==> config.mk <==
export PLATFORM = sky130hd
export DESIGN_NAME = rx_buffer_ctrl
export DESIGN_NICKNAME = d
export VERILOG_FILES = /design/src/rtl/rx_buffer_ctrl.sv
export SDC_FILE = /design/constraint.sdc
export NUM_CORES = 1
export LEC_CHECK = 0
export CAP_MARGIN = 20
export CORE_AREA = 2 2 109 111
export DETAILED_ROUTE_END_ITERATION = 12
export DIE_AREA = 0 0 111 113
export PLACE_DENSITY = 0.48
export SYNTH_ARGS = -nofsm -noshare
export SYNTH_HDL_FRONTEND = slang
export SYNTH_SLANG_ARGS = --single-unit
==> constraint.sdc <==
create_clock -name clk -period 2.2 [get_ports clk]
set_input_delay 0.33 -clock clk [delete_from_list [all_inputs] [get_ports clk]]
set_output_delay 0.33 -clock clk [all_outputs]
set_load 0.01 [all_outputs]
==> src/rtl/rx_buffer_ctrl.sv <==
// Receive/Received handshake sequencer with a FIFO for captured bytes,
// plus parity-error counting and sticky overflow tracking.
module rx_buffer_ctrl #(
  parameter int unsigned DEPTH    = 8,
  parameter bit          DROP_ERR = 1'b1,
  parameter int unsigned ERRCNT_W = 8
) (
  input  logic                       clk,
  input  logic                       Reset,
  input  logic                       Receive,
  input  logic [7:0]                 Dout,
  input  logic                       parityErr,
  output logic                       Received,
  output logic [7:0]                 rdata,
  output logic                       rvalid,
  input  logic                       rready,
  output logic [$clog2(DEPTH):0]     count,
  output logic                       overflow,
  output logic [ERRCNT_W-1:0]        errCount,
  input  logic                       clrStatus
);

  localparam int unsigned PW = $clog2(DEPTH);
  localparam int unsigned CW = PW + 1;

  typedef enum logic [1:0] {
    S_WAIT    = 2'd0,
    S_CAPTURE = 2'd1,
    S_ACK     = 2'd2
  } state_t;

  state_t              state_q, state_d;
  logic                received_q, received_d;
  logic                rvalid_q, rvalid_d;
  logic [CW-1:0]       count_q, count_d;
  logic [PW-1:0]       wptr_q, wptr_d;
  logic [PW-1:0]       rptr_q, rptr_d;
  logic                overflow_q, overflow_d;
  logic [ERRCNT_W-1:0] err_q, err_d;
  logic [7:0]          mem_q [DEPTH];

  logic                capture;
  logic                store;
  logic                pop;
  logic                room;
  logic                push;

  // Next-state, push/pop decision and status update
  always_comb begin
    state_d    = state_q;
    received_d = 1'b0;
    count_d    = count_q;
    wptr_d     = wptr_q;
    rptr_d     = rptr_q;
    overflow_d = overflow_q;
    err_d      = err_q;

    case (state_q)
      S_WAIT:    if (Receive) state_d = S_CAPTURE;
      S_CAPTURE: state_d = S_ACK;
      S_ACK:     if (!Receive) state_d = S_WAIT;
      default:   state_d = S_WAIT;
    endcase
    received_d = (state_d == S_ACK);

    capture = (state_q == S_CAPTURE);
    store   = !(parityErr && DROP_ERR);
    pop     = rvalid_q && rready;
    // A simultaneous pop frees the slot the new byte needs
    room    = (count_q != CW'(DEPTH)) || pop;
    push    = capture && store && room;

    if (push) wptr_d = wptr_q + PW'(1);
    if (pop)  rptr_d = rptr_q + PW'(1);

    case ({push, pop})
      2'b10:   count_d = count_q + CW'(1);
      2'b01:   count_d = count_q - CW'(1);
      default: count_d = count_q;
    endcase
    rvalid_d = (count_d != CW'(0));

    // Clear takes priority over any same-cycle set or increment
    if (clrStatus) begin
      overflow_d = 1'b0;
      err_d      = '0;
    end else begin
      if (capture && store && !room) overflow_d = 1'b1;
      if (capture && parityErr && (err_q != {ERRCNT_W{1'b1}})) err_d = err_q + ERRCNT_W'(1);
    end
  end

  // Control and status registers
  always_ff @(posedge clk or posedge Reset) begin
    if (Reset) begin
      state_q    <= S_WAIT;
      received_q <= 1'b0;
      rvalid_q   <= 1'b0;
      count_q    <= '0;
      wptr_q     <= '0;
      rptr_q     <= '0;
      overflow_q <= 1'b0;
      err_q      <= '0;
    end else begin
      state_q    <= state_d;
      received_q <= received_d;
      rvalid_q   <= rvalid_d;
      count_q    <= count_d;
      wptr_q     <= wptr_d;
      rptr_q     <= rptr_d;
      overflow_q <= overflow_d;
      err_q      <= err_d;
    end
  end

  // FIFO storage; contents are don't-care until written
  always_ff @(posedge clk) begin
    if (push) mem_q[wptr_q] <= Dout;
  end

  assign Received = received_q;
  assign rvalid   = rvalid_q;
  assign rdata    = mem_q[rptr_q];
  assign count    = count_q;
  assign overflow = overflow_q;
  assign errCount = err_q;

endmodule

==> results of run 1 <==
[how the worst min path moves through the flow]
| stage | to | slack (ns) |
|---|---|---|
| floorplan | Received | 0.33 |
| global placement | state_q[0] | 0.45 |
| detailed placement | state_q[0] | 0.45 |
| CTS | errCount[6] | 0.34 |
| global route | Received | 0.39 |
| finish | count[3] | 0.34 |
[metrics by stage]
step,setup TNS [ns],power [W]
finish,-0.00549,0.00561
floorplan,0,0.00315
global route,-0.394,0.00591
detailed placement,-0.168,0.00396
global placement,-0.162,0.00396
CTS,-0.178,0.00572
[where the power goes]
part	leakage (nW)	internal (W)	switching [W]
Sequential	0.866	0.00195	0.000152
Clock	0.150	0.000896	0.000643
Combinational	0.683	0.00119	0.000783
Total	1.70	0.00403	0.00158
[placed cells by master (no fill, tap or decap), types with 3 or more instances in the layout]
master / count
buf_6: 8
nor3_1: 6
a21oi_1: 3
ha_1: 4
mux4_2: 16
xor2_1: 4
nor2_1: 19
buf_4: 28
dfrtp_1: 22
xnor2_1: 10
clkbuf_16: 10
nand2b_1: 5
edfxtp_1: 64
clkdlybuf4s50_1: 28
mux2_2: 3
nand3_1: 6
nand2_1: 8
mux2_4: 8
[worst max-delay path, stage by stage (launching register included)]
cell and delay [ns]:
dfrtp_2 0.45, clkbuf_16 0.20, mux4_2 0.49, mux2_4 0.29, buf_6 0.12
[cells by family (layout without fill, tap and decap cells)]
logic type,after synthesis,after routing,share of synthesized area
simple gates,56,56,0.0813
buf+inv,8,85,0.00920
xor+xnor,14,14,0.0347
flops,87,87,0.706
fa+ha+maj,4,4,0.0141
mux,28,28,0.140
compound gates,8,8,0.0152
[routing by layer]
metal | wire length (um) | up-vias
li1 | - | 927
met2 | 3250 | 38
met4 | 75 | 0
met3 | 251 | 7
met1 | 3210 | 976
met5 | 0 | -
[repair_timing]
item	in CTS	in global routing
hold buffers	0	0
cloned	1	0
setup endpoints to repair	8	8
setup buffers	0	0
resized for setup	50	1
[registers in the layout (all words and copies together) (netlist names)]
signal / cells
overflow: 1
wptr_q: 3
state_q: 2
mem_q: 64
Received: 1
rptr_q: 3
errCount: 8
rvalid: 1
count: 4
[area by class of cell]
type	instances	area [sq um]	area share
Inverter	2	7.51	0.00161
Clock buffer	9	225	0.0482
Timing Repair Buffer	67	646	0.138
Tap cell	143	179	0.0383
Multi-Input combinational cell	110	1040	0.222
Sequential cell	87	2500	0.535
Clock inverter	7	80.1	0.0171
==> qor.yml, run 1 <==
global_routing:
  grt_first_pass_wirelength_um: 11000
  grt_overflow_total: 0
  antenna_found_initial: 0
  grt_util_met1: 0.152
  gr_util_all_layers: 0.114
  grtUsageMet3: 0.0354
  maximum_number_of_pins_on_one_net_before_global_route_repair: 24
  first_global_vias: 2061
  busiest_layer: "met2"
  global_route.usage.met2: 0.183
sta:
  final-setup-viol-count: 3
  final_max_slew_viol_count: 0
  least_margin_pin_slew_ns: 0.702
  layout_min_cycle_time_ns: 2.20
  final-hold-violation-count: 0
  unrepaired_setup_endpoints_after_global_routing: "yes"
  max_clock_freq_mhz: 454
  fin_crit_sh: 1.00
  setup_ws_ns: -0.00345
  timing.clock.skew_ns: 0.00783
  hold_ws_ns: 0.337
  max-slew-margin-rel: 0.530
routing:
  drt-vias-per-instance: 4.58
  total_detailed_routing_wirelength_um: 6790
  via_count: 1948
  drc_errors: 0
  drt-initial-drc-count: 49
  antenna_violating_nets_post_route: 0
  pre_antenna_drt_iters: 4
  post_drt_wl_per_cell_um: 16.0
setup_path:
  rr_endpoint: "rvalid"
  timing.reg2reg.worst_path_depth: 8
  startpoint_type: "flip-flop"
  cp_max_fo: 8
  reg2reg_setup_slack_ns: 0.20
  worst-endpoint-arrival_ns: 1.87
  worstSetupPathType: "reg -> out"
  worst-endpoint-required_ns: 1.87
  timing.critical_path.from: "rptr_q[0]"
  worst_setup_path_endpoint: "rdata[7]"
  reg2reg_from: "state_q[1]"
  setup.worst_path.end_class: "output pin"
yosys:
  synth_enable_flop_cells: 64
  postSynthRegisterBits: 87
  syn-mean-instance-area_sq_um: 17.3
  post-synth-top-count-cell: "edfxtp_1"
  netlist.top_cell.by_area: "edfxtp_1"
  synthesis.yosys.warnings: 0
  synth_cells: 205
  synth_sequential_area_ratio: 0.706
  post_synth_most_frequent_cells: "64 x edfxtp_1, 23 x dfrtp_1, 19 x nor2_1, 16 x mux4_2, 11 x mux2_2"
  asyncSetResetFlopFracSynth: 0.264
  synthesized_netlist_net_count: 223
  netlist.area_leader.share: 0.543
  netlist_area_sq_um: 3540
  synth.top_cells.by_area: "edfxtp_1 54%, dfrtp_1 16%, mux4_2 10%"
  synthDistinctLibCells: 34
  ys_dominant_reg_cell: "edfxtp_1"
floorplanning:
  start_util: 0.314
  fp.dieW_um: 111
  placementRows: 39
  design.core.area_sq_um: 11300
  pin_count: 37
  fp.dieArea_sq_um: 12500
  die_y_um: 113
clock_network:
  cts_root_buf: "clkbuf_16"
  clkLatencyLatePin_ns: 0.33
  h-tree-depth: 3
  cts_sinks: 87
  clk_transition_reported_paths_ns: 0.07
  number_of_buffers_inserted_during_clock_tree_synthesis: 9
  cts-root-to-sink-buffers: 2
  tritoncts_clock_tree: "built"
placement:
  gp_routability_congestion: 0.764
  numPortBuffers: 36
  detailedPlace.worstSlack_ns: -0.137
  dp.final_hpwl_um: 4450
  postPlaceCellArea_sq_um: 4300
  post-place-cells: 408
layout:
  antenna_cells_inserted: 0
  final_layout_size_suffix_gt1_frac: 0.305
  num-nets-final: 295
  layout.cell_area.non_filler_sq_um: 4670
  layout.core_utilization: 0.415
  syn_to_final_growth_pct: 32.1
  total_of_fill_cells_in_the_finished_design: 1036
  finalNonFillerCells: 425
min_path:
  path_type_of_the_worst_min_delay_path: "in -> async"
outcome:
  violations: "negative setup slack"
  outcome: "finished with violations"
run:
  drv_cap: 0
pwr:
  pwr_density_cell_nw_per_um2: 1200
  leak_pwr_nw: 1.70
  worst_supply_voltage_drop_on_vdd_uv: 611
No activity file was read; power rests on OpenSTA's default activity.
==> run 2, diff against run 1 <==
Settings changed: CORE_AREA 2 2 109 111 to 2 2 112 114, DIE_AREA 0 0 111 113 to 0 0 114 116, PLACE_DENSITY 0.48 to 0.46.
==> qor.yml, run 2 (synthesis results as in run 1) <==
floorplanning:
  start_util: 0.297  # was 0.314
  fp.dieArea_sq_um: 13200  # was 12500 sq um
  pin_count: 37  # unchanged
  placementRows: 40  # was 39
  die_y_um: 116  # was 113 um
  design.core.area_sq_um: 11900  # was 11300 sq um
  fp.dieW_um: 114  # was 111 um
global_routing:
  global_route.usage.met2: 0.178  # was 0.183
  gr_util_all_layers: 0.115  # was 0.114
  grt_first_pass_wirelength_um: 11100  # was 11000 um
  grt_overflow_total: 0  # unchanged
  antenna_found_initial: 0  # unchanged
  grtUsageMet3: 0.0356  # was 0.0354
  grt_util_met1: 0.154  # was 0.152
  maximum_number_of_pins_on_one_net_before_global_route_repair: 24  # unchanged
  first_global_vias: 2061  # unchanged
  busiest_layer: "met2"  # unchanged
pwr:
  post-layout-total-power_w: 0.00544  # was 0.00561 W
  pwr-share-comb: 0.364  # was 0.351
  leak_pwr_nw: 1.67  # was 1.70 nW
  worst_supply_voltage_drop_on_vdd_uv: 542  # was 611 uV
  intPower_w: 0.00391  # was 0.00403 W
  seqPwrFrac: 0.387  # was 0.375
  pwr_density_cell_nw_per_um2: 1170  # was 1200 nW/um^2
  p_switching_w: 0.00153  # was 0.00158 W
  power.switching_fraction: 0.282  # was 0.281
  power_frac_clock: 0.249  # was 0.274
min_path:
  path_type_of_the_worst_min_delay_path: "in -> async"  # unchanged
setup_path:
  worst-endpoint-arrival_ns: 1.85  # was 1.87 ns
  timing.reg2reg.worst_path_depth: 8  # unchanged
  startpoint_type: "flip-flop"  # unchanged
  reg2reg_setup_slack_ns: 0.21  # was 0.20 ns
  worst-endpoint-required_ns: 1.87  # about the same
  timing.critical_path.from: "rptr_q[0]"  # unchanged
  setup.worst_path.end_class: "output pin"  # unchanged
  rr_endpoint: "rvalid"  # unchanged
  worstSetupPathType: "reg -> out"  # unchanged
  reg2reg_from: "state_q[1]"  # unchanged
  worst_setup_path_endpoint: "rdata[6]"  # was rdata[7]
  cp_max_fo: 8  # unchanged
layout:
  layout.cells.most_common: "edfxtp_1"  # unchanged
  final_cell_mix: "64 x edfxtp_1, 28 x clkdlybuf4s50_1, 27 x buf_4"  # was 64 x edfxtp_1, 28 x clkdlybuf4s50_1, 28 x buf_4
  largest_register_ffs: 64  # unchanged
  finalNonFillerCells: 428  # was 425
  syn_to_final_growth_pct: 30.9  # was 32.1%
  antenna_cells_inserted: 0  # unchanged
  final_layout_size_suffix_gt1_frac: 0.295  # was 0.305
  num-nets-final: 294  # was 295
  multi_input_comb_area_sq_um: 1040  # unchanged
  area.sequential_sq_um: 2500  # unchanged
  largest-register: "mem_q"  # unchanged
  total_of_fill_cells_in_the_finished_design: 1137  # was 1036
run:
  drv_cap: 0  # unchanged
clock_network:
  tritoncts_clock_tree: "built"  # unchanged
  cts-root-to-sink-buffers: 2  # unchanged
  clk_transition_reported_paths_ns: 0.06  # was 0.07 ns
  holdBufCountCts: 0  # unchanged
  clkLatencyLatePin_ns: 0.33  # about the same
  h-tree-depth: 3  # unchanged
  number_of_buffers_inserted_during_clock_tree_synthesis: 9  # unchanged
  cts_root_buf: "clkbuf_16"  # unchanged
  cts_sinks: 87  # unchanged
  post_cts_buffers: 0  # unchanged
routing:
  antenna_violating_nets_post_route: 0  # unchanged
  drt-vias-per-instance: 4.57  # was 4.58
  drt-initial-drc-count: 85  # was 49
  pre_antenna_drt_iters: 4  # unchanged
  total_detailed_routing_wirelength_um: 6880  # was 6790 um
  drc_errors: 0  # unchanged
  post_drt_wl_per_cell_um: 16.1  # was 16.0 um
  via_count: 1954  # was 1948
sta:
  timing.clock.skew_ns: 0.00386  # was 0.00783 ns
  final-hold-violation-count: 0  # unchanged
  least_margin_pin_slew_ns: 0.733  # was 0.702 ns
  unrepaired_setup_endpoints_after_global_routing: "yes"  # unchanged
  max_clock_freq_mhz: 459  # was 454 MHz
  final_max_slew_viol_count: 0  # unchanged
  final-setup-viol-count: 0  # was 3
  fin_crit_sh: 0.990  # was 1.00
  layout_min_cycle_time_ns: 2.18  # was 2.20 ns
  max-slew-margin-rel: 0.509  # was 0.530
  hold_ws_ns: 0.337  # about the same
placement:
  gp_routability_congestion: 0.733  # was 0.764
  numPortBuffers: 36  # unchanged
  dp.final_hpwl_um: 4500  # was 4450 um
  post-place-cells: 411  # was 408
outcome:
  outcome: "finished clean"  # was finished with violations
## run 2: per-layer routing
| metal | vias up | wire length, um |
|---|---|---|
| li1 | 926 | - |
| met5 | - | 0 |
| met1 | 972 | 3320 |
| met3 | 10 | 275 |
| met2 | 46 | 3170 |
| met4 | 0 | 108 |
## run 2: cell type report
class | instances | area share
clock buffer | 11 | 0.0502
timing repair buffer | 66 | 0.138
clock inverter | 5 | 0.00729
inverter | 2 | 0.00162
sequential | 87 | 0.539
tap | 147 | 0.0397
multi-input combinational | 110 | 0.224
## run 2: repair_timing
item	CTS	global route
gates resized for setup	50	1
gates cloned	1	0
pin swaps	0	0
setup endpoints to repair	8	8
## run 2: how the worst min path moves through the flow
stage | cells after the start | to | slack [ns]
6_report | 3 | Received | 0.34
3_5_place_dp | 1 | state_q[0] | 0.46
3_3_place_gp | 1 | state_q[0] | 0.46
4_1_cts | 3 | rptr_q[2] | 0.34
5_1_grt | 3 | rptr_q[2] | 0.42
2_1_floorplan | 1 | Received | 0.33
## run 2: critical path, stage by stage, from the launching register on
cell and delay, ns:
dfrtp_2 0.43, clkbuf_16 0.19, mux4_2 0.49, mux2_4 0.29, buf_6 0.12
## run 2: power groups by stage
stage	combinational, W	clock, W	sequential (W)
after floorplan	0.00101	0	0.00214
after global placement	0.00184	0	0.00213
after detailed placement	0.00184	0	0.00212
after CTS	0.00203	0.00141	0.00211
after global routing	0.00214	0.00147	0.00214
final	0.00198	0.00136	0.00210
## run 2: per-stage QoR
| step | setup WS, ns | instance area [sq um] | utilization | TNS (ns) |
|---|---|---|---|---|
| final | 0.0219 | 4630 | 0.389 | 0 |
| after global routing | -0.0552 | 4630 | 0.389 | -0.277 |
| after CTS | -0.0388 | 4640 | 0.389 | -0.219 |
| after detailed placement | -0.120 | 4300 | 0.361 | -0.586 |
| after global placement | -0.118 | 4300 | 0.361 | -0.673 |
| after floorplan | 0.144 | 3540 | - | 0 |
